### src/rtl/axi_lite_pkg.sv
// Purpose : shared AXI4-Lite definitions (response codes, default prot, master FSM states).
// Latency : n/a (definitions only).
// Backpr. : n/a.
package axi_lite_pkg;

    localparam logic [1:0] RESP_OKAY   = 2'b00;
    localparam logic [1:0] RESP_EXOKAY = 2'b01;
    localparam logic [1:0] RESP_SLVERR = 2'b10;
    localparam logic [1:0] RESP_DECERR = 2'b11;

    localparam logic [2:0] PROT_DEFAULT = 3'b000;

    typedef enum logic [2:0] {
        IDLE  = 3'd0,
        WRITE = 3'd1,
        WRESP = 3'd2,
        READ  = 3'd3,
        RDATA = 3'd4,
        RESP  = 3'd5
    } axil_mst_state_t;

endpackage

### src/rtl/axi_lite_master.sv
// Purpose : single-outstanding AXI4-Lite initiator; one cmd in, AW/W/B or AR/R out, held rsp back.
// Latency : accept -> rsp_valid = 3 cycles with a zero-wait slave; 4 cycles per command back-to-back.
// Backpr. : cmd_ready only in IDLE; rsp held until rsp_ready; AXI valids held until their handshake.
// Option  : define AXIL_MST_ERR_CNT_EN to add the saturating err_count[15:0] output.
module axi_lite_master
    import axi_lite_pkg::*;
#(
    parameter int ADDR_W = 4,
    parameter int DATA_W = 32
) (
    input  logic                aclk,
    input  logic                aresetn,
    // command request
    input  logic                cmd_valid,
    output logic                cmd_ready,
    input  logic                cmd_write,
    input  logic [ADDR_W-1:0]   cmd_addr,
    input  logic [DATA_W-1:0]   cmd_wdata,
    input  logic [DATA_W/8-1:0] cmd_wstrb,
    // response
    output logic                rsp_valid,
    input  logic                rsp_ready,
    output logic                rsp_write,
    output logic [DATA_W-1:0]   rsp_rdata,
    output logic [1:0]          rsp_resp,
    // write address
    output logic [ADDR_W-1:0]   awaddr,
    output logic [2:0]          awprot,
    output logic                awvalid,
    input  logic                awready,
    // write data
    output logic [DATA_W-1:0]   wdata,
    output logic [DATA_W/8-1:0] wstrb,
    output logic                wvalid,
    input  logic                wready,
    // write response
    input  logic [1:0]          bresp,
    input  logic                bvalid,
    output logic                bready,
    // read address
    output logic [ADDR_W-1:0]   araddr,
    output logic [2:0]          arprot,
    output logic                arvalid,
    input  logic                arready,
    // read data
    input  logic [DATA_W-1:0]   rdata,
    input  logic [1:0]          rresp,
    input  logic                rvalid,
    output logic                rready
`ifdef AXIL_MST_ERR_CNT_EN
    ,
    output logic [15:0]         err_count
`endif
);

    axil_mst_state_t state_q, state_d;

    logic                write_q;
    logic [ADDR_W-1:0]   addr_q;
    logic [DATA_W-1:0]   wdata_q;
    logic [DATA_W/8-1:0] wstrb_q;
    logic                aw_done_q;
    logic                w_done_q;
    logic                rsp_write_q;
    logic [DATA_W-1:0]   rsp_rdata_q;
    logic [1:0]          rsp_resp_q;

    logic cmd_hs, aw_hs, w_hs, b_hs, ar_hs, r_hs;

    assign cmd_hs = cmd_valid && cmd_ready;
    assign aw_hs  = awvalid && awready;
    assign w_hs   = wvalid && wready;
    assign b_hs   = bvalid && bready;
    assign ar_hs  = arvalid && arready;
    assign r_hs   = rvalid && rready;

    // Payloads come straight from the command registers so they are stable while valid.
    assign awaddr    = addr_q;
    assign araddr    = addr_q;
    assign wdata     = wdata_q;
    assign wstrb     = wstrb_q;
    assign awprot    = PROT_DEFAULT;
    assign arprot    = PROT_DEFAULT;
    assign rsp_write = rsp_write_q;
    assign rsp_rdata = rsp_rdata_q;
    assign rsp_resp  = rsp_resp_q;

    // State register; reset abandons any transaction in flight.
    always_ff @(posedge aclk) begin
        if (!aresetn) begin
            state_q <= IDLE;
        end else begin
            state_q <= state_d;
        end
    end

    // Next-state and handshake outputs, all decoded from the current state.
    always_comb begin
        state_d   = state_q;
        cmd_ready = 1'b0;
        awvalid   = 1'b0;
        wvalid    = 1'b0;
        bready    = 1'b0;
        arvalid   = 1'b0;
        rready    = 1'b0;
        rsp_valid = 1'b0;
        case (state_q)
            IDLE: begin
                cmd_ready = 1'b1;
                if (cmd_valid) begin
                    state_d = cmd_write ? WRITE : READ;
                end
            end
            WRITE: begin
                awvalid = !aw_done_q;
                wvalid  = !w_done_q;
                // A channel whose flag is clear has its valid up, so its ready alone
                // signals a handshake this cycle; covers AW/W landing together.
                if ((aw_done_q || awready) && (w_done_q || wready)) begin
                    state_d = WRESP;
                end
            end
            WRESP: begin
                bready = 1'b1;
                if (bvalid) begin
                    state_d = RESP;
                end
            end
            READ: begin
                arvalid = 1'b1;
                if (arready) begin
                    state_d = RDATA;
                end
            end
            RDATA: begin
                rready = 1'b1;
                if (rvalid) begin
                    state_d = RESP;
                end
            end
            RESP: begin
                rsp_valid = 1'b1;
                if (rsp_ready) begin
                    state_d = IDLE;
                end
            end
            default: begin
                state_d = IDLE;
            end
        endcase
    end

    // Command capture, AW/W completion flags and response capture.
    always_ff @(posedge aclk) begin
        if (!aresetn) begin
            write_q     <= 1'b0;
            addr_q      <= '0;
            wdata_q     <= '0;
            wstrb_q     <= '0;
            aw_done_q   <= 1'b0;
            w_done_q    <= 1'b0;
            rsp_write_q <= 1'b0;
            rsp_rdata_q <= '0;
            rsp_resp_q  <= RESP_OKAY;
        end else begin
            if (cmd_hs) begin
                write_q   <= cmd_write;
                addr_q    <= cmd_addr;
                wdata_q   <= cmd_wdata;
                wstrb_q   <= cmd_wstrb;
                aw_done_q <= 1'b0;
                w_done_q  <= 1'b0;
            end
            if (aw_hs) begin
                aw_done_q <= 1'b1;
            end
            if (w_hs) begin
                w_done_q <= 1'b1;
            end
            if (b_hs) begin
                rsp_write_q <= write_q;
                rsp_rdata_q <= '0;
                rsp_resp_q  <= bresp;
            end
            if (r_hs) begin
                rsp_write_q <= write_q;
                rsp_rdata_q <= rdata;
                rsp_resp_q  <= rresp;
            end
        end
    end

    // AR handshake only moves the FSM; nothing else to record.
    logic unused_ar_hs;
    assign unused_ar_hs = ar_hs;

`ifdef AXIL_MST_ERR_CNT_EN
    // Count non-OKAY B/R responses, sticking at all-ones.
    always_ff @(posedge aclk) begin
        if (!aresetn) begin
            err_count <= '0;
        end else if (((b_hs && (bresp != RESP_OKAY)) || (r_hs && (rresp != RESP_OKAY)))
                     && (err_count != 16'hFFFF)) begin
            err_count <= err_count + 16'd1;
        end
    end
`endif

endmodule

### config.mk
export PLATFORM = sky130hd
export DESIGN_NAME = axi_lite_master
export DESIGN_NICKNAME = d
export VERILOG_FILES = /design/src/rtl/axi_lite_pkg.sv /design/src/rtl/axi_lite_master.sv
export SDC_FILE = /design/constraint.sdc
export NUM_CORES = 1
export LEC_CHECK = 0
export CAP_MARGIN = 20
export CELL_PAD_IN_SITES_DETAIL_PLACEMENT = 0
export CELL_PAD_IN_SITES_GLOBAL_PLACEMENT = 2
export CORE_MARGIN = 1.5
export CORE_UTILIZATION = 20
export DETAILED_ROUTE_END_ITERATION = 6
export PLACE_DENSITY = 0.9
export SLEW_MARGIN = 10
export SYNTH_ARGS = -nofsm -noshare
export SYNTH_HDL_FRONTEND = slang
export SYNTH_SLANG_ARGS = --single-unit
export TNS_END_PERCENT = 5
### constraint.sdc
create_clock -name aclk -period 1.7 [get_ports aclk]
set_input_delay 0.255 -clock aclk [delete_from_list [all_inputs] [get_ports aclk]]
set_output_delay 0.255 -clock aclk [all_outputs]
set_load 0.005 [all_outputs]
* After elaboration in Yosys (flattened, before gate mapping) *
Cells that the tools add are included.

cells by class
  multiplexer cells = 24
  equal/unequal tests = 11
  reductions and logical operators = 15

operator list
  kind                  number
  $mux W32              2
  $mux W3               6
  $pmux W3 S6           1
  $mux W1               12
  $ne A2 B2 Y1 const B  6
  $eq A3 B2 Y1 const B  2
  $eq A3 B3 Y1 const B  2
  $logic_and A1 B1 Y1   6
  $mux W2               3
  $reduce_and A6 Y1     1
  $reduce_bool A2 Y1    3
  $eq A3 B1 Y1 const B  1
  $logic_not A3 Y1      1
  $logic_not A1 Y1      2
  $logic_or A1 B1 Y1    2

word-level totals
  word-level logic and storage cells = 60
  bits of input ports = 86
  output and inout port bits = 92
  flip-flop bits (word level) = 81

* Longest topological paths before layout *
Gate-level depths: netlist of the first run.

  word-level depth = 5
  mapped depth = 6
  depth with buffers taken out = 4

* Least setup slack after synthesis of the first run *
OpenSTA, ideal clock, no wires.

  path type = reg-to-reg
  start = register state_q[2]
  end = register aw_done_q
  data arrival time = 1.238 ns
  clock period less this slack = 1.365 ns
  cell stages (with the launch flop) = 7
  setup slack = 0.335 ns
  buffers on the path = 3
  setup time = 0.128 ns
  required time = 1.572 ns
  cell sequence = dfxtp_1 buf_6 or3_1 buf_2 buf_6 a22oi_1 nor2_1

on the way
  word-level cells in the longest chain between the ends = 4
  elaborated cells between the ends (all ways) = 8
  classes of those cells = 1 x eq/ne; 3 x mux; 4 x reduce/logical

ends and longest elaborated chain
  element                                           RTL line                                      text
  from (decl)                                       axi_lite_master.sv:56                         axil_mst_state_t state_q, state_d;
  from (signal assigned)                            axi_lite_master.sv:93                         state_q <= state_d;
  $eq A3 B1 Y1 or $logic_not A3 Y1 (tied branches)  axi_lite_master.sv:107                        case (state_q)
  $mux W1                                           axi_lite_master.sv:107
  $logic_and A1 B1 Y1 (on tied branches)            axi_lite_master.sv:71, axi_lite_master.sv:70
  $mux W1 or $reduce_bool A2 Y1 (tied branches)     -
  to (signal assigned)                              axi_lite_master.sv:160                        aw_done_q <= 1'b0;
  to (signal assigned)                              axi_lite_master.sv:171                        aw_done_q <= 1'b0;
  to (signal assigned)                              axi_lite_master.sv:175                        aw_done_q <= 1'b1;
  to (decl)                                         axi_lite_master.sv:62                         logic aw_done_q;

Several ways; a longest one is shown, not always the timed one.
A chain may end at the register's enable or synchronous reset.

* Worst setup path after layout of the first run *
  start = register state_q[1]
  end = output wvalid

on the way
  word-level cells in the longest chain between the ends = 2

ends and longest elaborated chain
  element       RTL line                text
  $eq A3 B1 Y1  axi_lite_master.sv:107
  $mux W1       axi_lite_master.sv:107
  to (decl)     axi_lite_master.sv:34   output logic wvalid,

No other way between the ends.

==> results by group, run 1 <==
Routing
  – WL final: approximately 9500 um
  – Routed wire length per instance: approximately 13 um
  – Via density: between 4 and 5
  – Residual DRC: 0
  – Router iterations before antenna repair: 4
  – Post-route ant nets: 0
  – Via count: between 3k and 4k
  – 1st-iter DRT viols: 76

Setup path
  – Startpoint types: register
  – Crit path max fanout: 6
  – CP required: approximately 1.4 ns
  – Reg2reg start: state_q[0]
  – WP depth: 3
  – Crit-path cells: or3b_4, nor2_4, clkdlybuf4s15_2
  – Kind of critical path: reg -> out
  – Worst r2r dst: rsp_resp[0]
  – Cell family with most CP delay: simple AND/OR/NAND/NOR gates
  – WP buf/inv: 1
  – Reg2Reg Depth: 6
  – Worst EP arrival: about 1.4 ns
  – Biggest cell delay along the critical path: between 0.4 and 0.5 ns
  – CP Capture Type: output port
  – Crit path to: wvalid
  – Flop2flop setup slack: ~0.21 ns
  – Critical-path top delay cell: or3b_4
  – Crit path from: state_q[1]

Die
  – Die W: 126 um
  – Core area: ~0.015 mm^2
  – IO Pins: about 180
  – Initial Utilization: 20.6%
  – Die Y: 126 um
  – Rows: 44
  – Full die area: ~0.016 mm^2

CTS
  – Postcts setup bufs: 0
  – Max Root-Sink Buffers: 2
  – Sink Count: 81
  – Hold_buf cts: 0
  – H-tree levels: 3
  – Clock transition at the registers of the reported paths: 0.06 ns
  – Clock Latency Late Sink: 0.33 ns
  – Total CTS buffers: 9
  – Root Buffer: clkbuf_16
  – TritonCTS clock tree: built

GRT
  – Antenna violations before repair: 1
  – Global-route usage over all layers: 11.8%
  – Vias in the first global route: 2946
  – First-pass GRT wire length: 14900 um
  – Largest net degree at the start of global routing: 34
  – GR Overflow Total: 0

Placed design
  – Port Buffer Count: roughly 170
  – Placer Congestion: between 0.7 and 0.8
  – Placed Instance Area: 0.00498 mm^2
  – Pre-CTS WS: -0.0406 ns
  – Post-DP HPWL: roughly 7000 um

Cells and area
  – Fillers: roughly 1.5k
  – Area Growth Syn to Fin: 74.3%
  – Share of post-route cells with drive strength above 1: just under 9%
  – Layout net count: 609
  – ANT cells: 0
  – Final instance area: approximately 0.0052 mm^2

STA
  – # setup viols final: 0
  – Final Hold Vio Count: 0
  – Max Clk Rate: about 0.60 GHz
  – Period utilization: between 90% and 100%
  – Slew Limit Fails: 0
  – Clock period minus worst slack: around 1.7 ns
  – Max Clock Skew: about 0.0030 ns
  – Final worst slack: 0.0451 ns
  – Unrepaired setup endpoints after global routing: true

Logic synthesis
  – Seq/Total Area, Yosys: between 50% and 60%
  – Biggest area consumer among synthesized cells: dfxtp_1
  – Post-synth top area share: 53.9%
  – Synth Area in XOR/XNOR: 0%
  – Largest family of logic cells by synthesized area: simple AND/OR/NAND/NOR gates
  – Simple-Gate Fraction of Synth Area: 19.5%
  – Synth Cell Area: 0.00301 mm^2
  – Mux share of post-synthesis cell area: 1.33%
  – Most common cell in the netlist: nand2_1
  – Async SR Flop Fraction: 0%
  – Area contributors post-synth: dfxtp_1, nand2_1, a22oi_1
  – Post-synthesis area per instance: 8.55 um^2
  – Warnings from Yosys: 0
  – Post-synthesis compound-gate area fraction: 18.1%
  – EDFF count, synth: 0
  – Yosys reg bits: approximately 80
  – Distinct cells, synth: 32
  – Top cells by count, synth: nand2_1, dfxtp_1, a21oi_1
  – Post-Syn Instances: between 300 and 400
  – Post-Synth Adder-Cell Area: 0%
  – Synth Flop Type: dfxtp_1

Worst hold path
  – Worst Hold Class: reg -> reg

Power
  – Pwr Density: 1230 mW/mm^2
  – Max VDD drop: slightly above 0.5 mV
  – Leak: approximately 1.9 nW

Job
  – Max cap viols: 0

Status
  – Status: completed
-- routing by layer --
layer | global-route usage, % | vias up | wire length [um]
met4 | 4.01 | 2 | 128
met1 | 13.5 | 1374 | 3990
met5 | 0 | - | 12
li1 | - | 1505 | -
met3 | 6.12 | 15 | 957
met2 | 19.0 | 111 | 4420
-- worst register-to-register path: cells and delay by family, from the launching register on --
kind / cells / cell delay, ns
AOI/OAI and AO/OA: 3 / 0.39
buffers and inverters: 2 / 0.36
DFF: 1 / 0.32
and+or+nand+nor: 1 / 0.34
-- flip-flops by register name, summed over array words and instances, names as in the netlist --
| name | cells |
|---|---|
| aw_done_q | 1 |
| rsp_rdata | 32 |
| wstrb | 4 |
| rsp_write | 1 |
| write_q | 1 |
| araddr | 4 |
| wdata | 32 |
| w_done_q | 1 |
| rsp_resp | 2 |
| state_q | 3 |
-- cell type report --
class | count | area, um^2 | area share, %
sequential | 81 | 1620 | 31.0
tap | 184 | 230 | 4.39
clock buffer | 12 | 246 | 4.70
timing repair buffer | 192 | 1900 | 36.3
multi-input combinational | 238 | 1230 | 23.5
inverter | 1 | 3.75 | 0.0715
clock inverter | 1 | 5.00 | 0.0954
-- stage by stage --
stage          std cells  hold WS [ns]  TNS (ns)  utilization, %  total power (W)
2_1_floorplan        357         0.391         0               -          0.00352
3_3_place_gp         696         0.441   -0.0274            34.1          0.00480
3_5_place_dp         696         0.448    -0.196            34.1          0.00484
4_1_cts              709         0.446   -0.0559            35.9          0.00658
5_1_grt              709         0.468  -0.00712            36.0          0.00690
6_report             709         0.452         0            36.0          0.00647
-- power breakdown --
part | internal [W] | switching (W)
Combinational | 0.00129 | 0.00110
Clock | 0.00100 | 0.000699
Sequential | 0.00221 | 0.000176
Total | 0.00450 | 0.00197
-- timing repair --
action,CTS,global route
gates cloned,0,0
endpoints found under the hold margin,0,0
endpoints found under the setup margin,7,2
resized for setup,13,7
-- cells by family (layout without fill, tap and decap cells) --
logic type             Yosys count  in the layout
AOI/OAI and AO/OA               88             88
buffers and inverters           38            206
DFF                             81             81
muxes                            4              4
other                            1              6
and+or+nand+nor                140            140
-- placed cells by master, fill, tap and decap left out, types with 2 or more instances in the layout --
cell             netlist  layout
buf_6                  2       2
o22ai_1                2       2
dlygate4sd2_1          0       5
buf_12                 0       3
dfxtp_1               81      79
nand3_1                2       2
mux2i_1                4       4
conb_1                 1       6
nor2_1                37      35
clkdlybuf4s50_1        0     164
clkbuf_1              10       2
clkbuf_16              0       9
o21ai_0                2       2
dfxtp_2                0       2
nor2b_1                2       2
a22oi_1               34      34
nand2_1               88      88
nor3b_2                1       2
a21oi_1               45      45
buf_4                 10      16
-- worst min-delay path by stage --
stage / cells after the start / to / startpoint / slack [ns]
after floorplan: 2 / write_q / cmd_write / 0.39
after global placement: 2 / wdata[1] / wdata[1] / 0.44
after detailed placement: 2 / wstrb[0] / wstrb[0] / 0.45
after CTS: 3 / wdata[7] / cmd_wdata[7] / 0.45
after global routing: 2 / wdata[29] / wdata[29] / 0.47
final: 2 / wdata[14] / wdata[14] / 0.45
(Power assumes the default switching activity.)
==> run 2: changes to the inputs <==
--- a/config.mk
+++ b/config.mk
@@ -11,6 +11,7 @@
 export CORE_MARGIN = 1.5
 export CORE_UTILIZATION = 20
 export DETAILED_ROUTE_END_ITERATION = 6
+export GPL_TIMING_DRIVEN = 1
 export PLACE_DENSITY = 0.9
 export SLEW_MARGIN = 10
 export SYNTH_ARGS = -nofsm -noshare
==> results of run 2 <==
No change in the layout: final DEF, timing and power equal those of run 1.
==> run 3: changes to the inputs <==
--- a/config.mk
+++ b/config.mk
@@ -12,6 +12,7 @@
 export CORE_UTILIZATION = 20
 export DETAILED_ROUTE_END_ITERATION = 6
 export GPL_TIMING_DRIVEN = 1
+export HOLD_SLACK_MARGIN = 0.06
 export PLACE_DENSITY = 0.9
 export SLEW_MARGIN = 10
 export SYNTH_ARGS = -nofsm -noshare
==> results of run 3 <==
No change in the layout: final DEF, timing and power equal those of run 1.
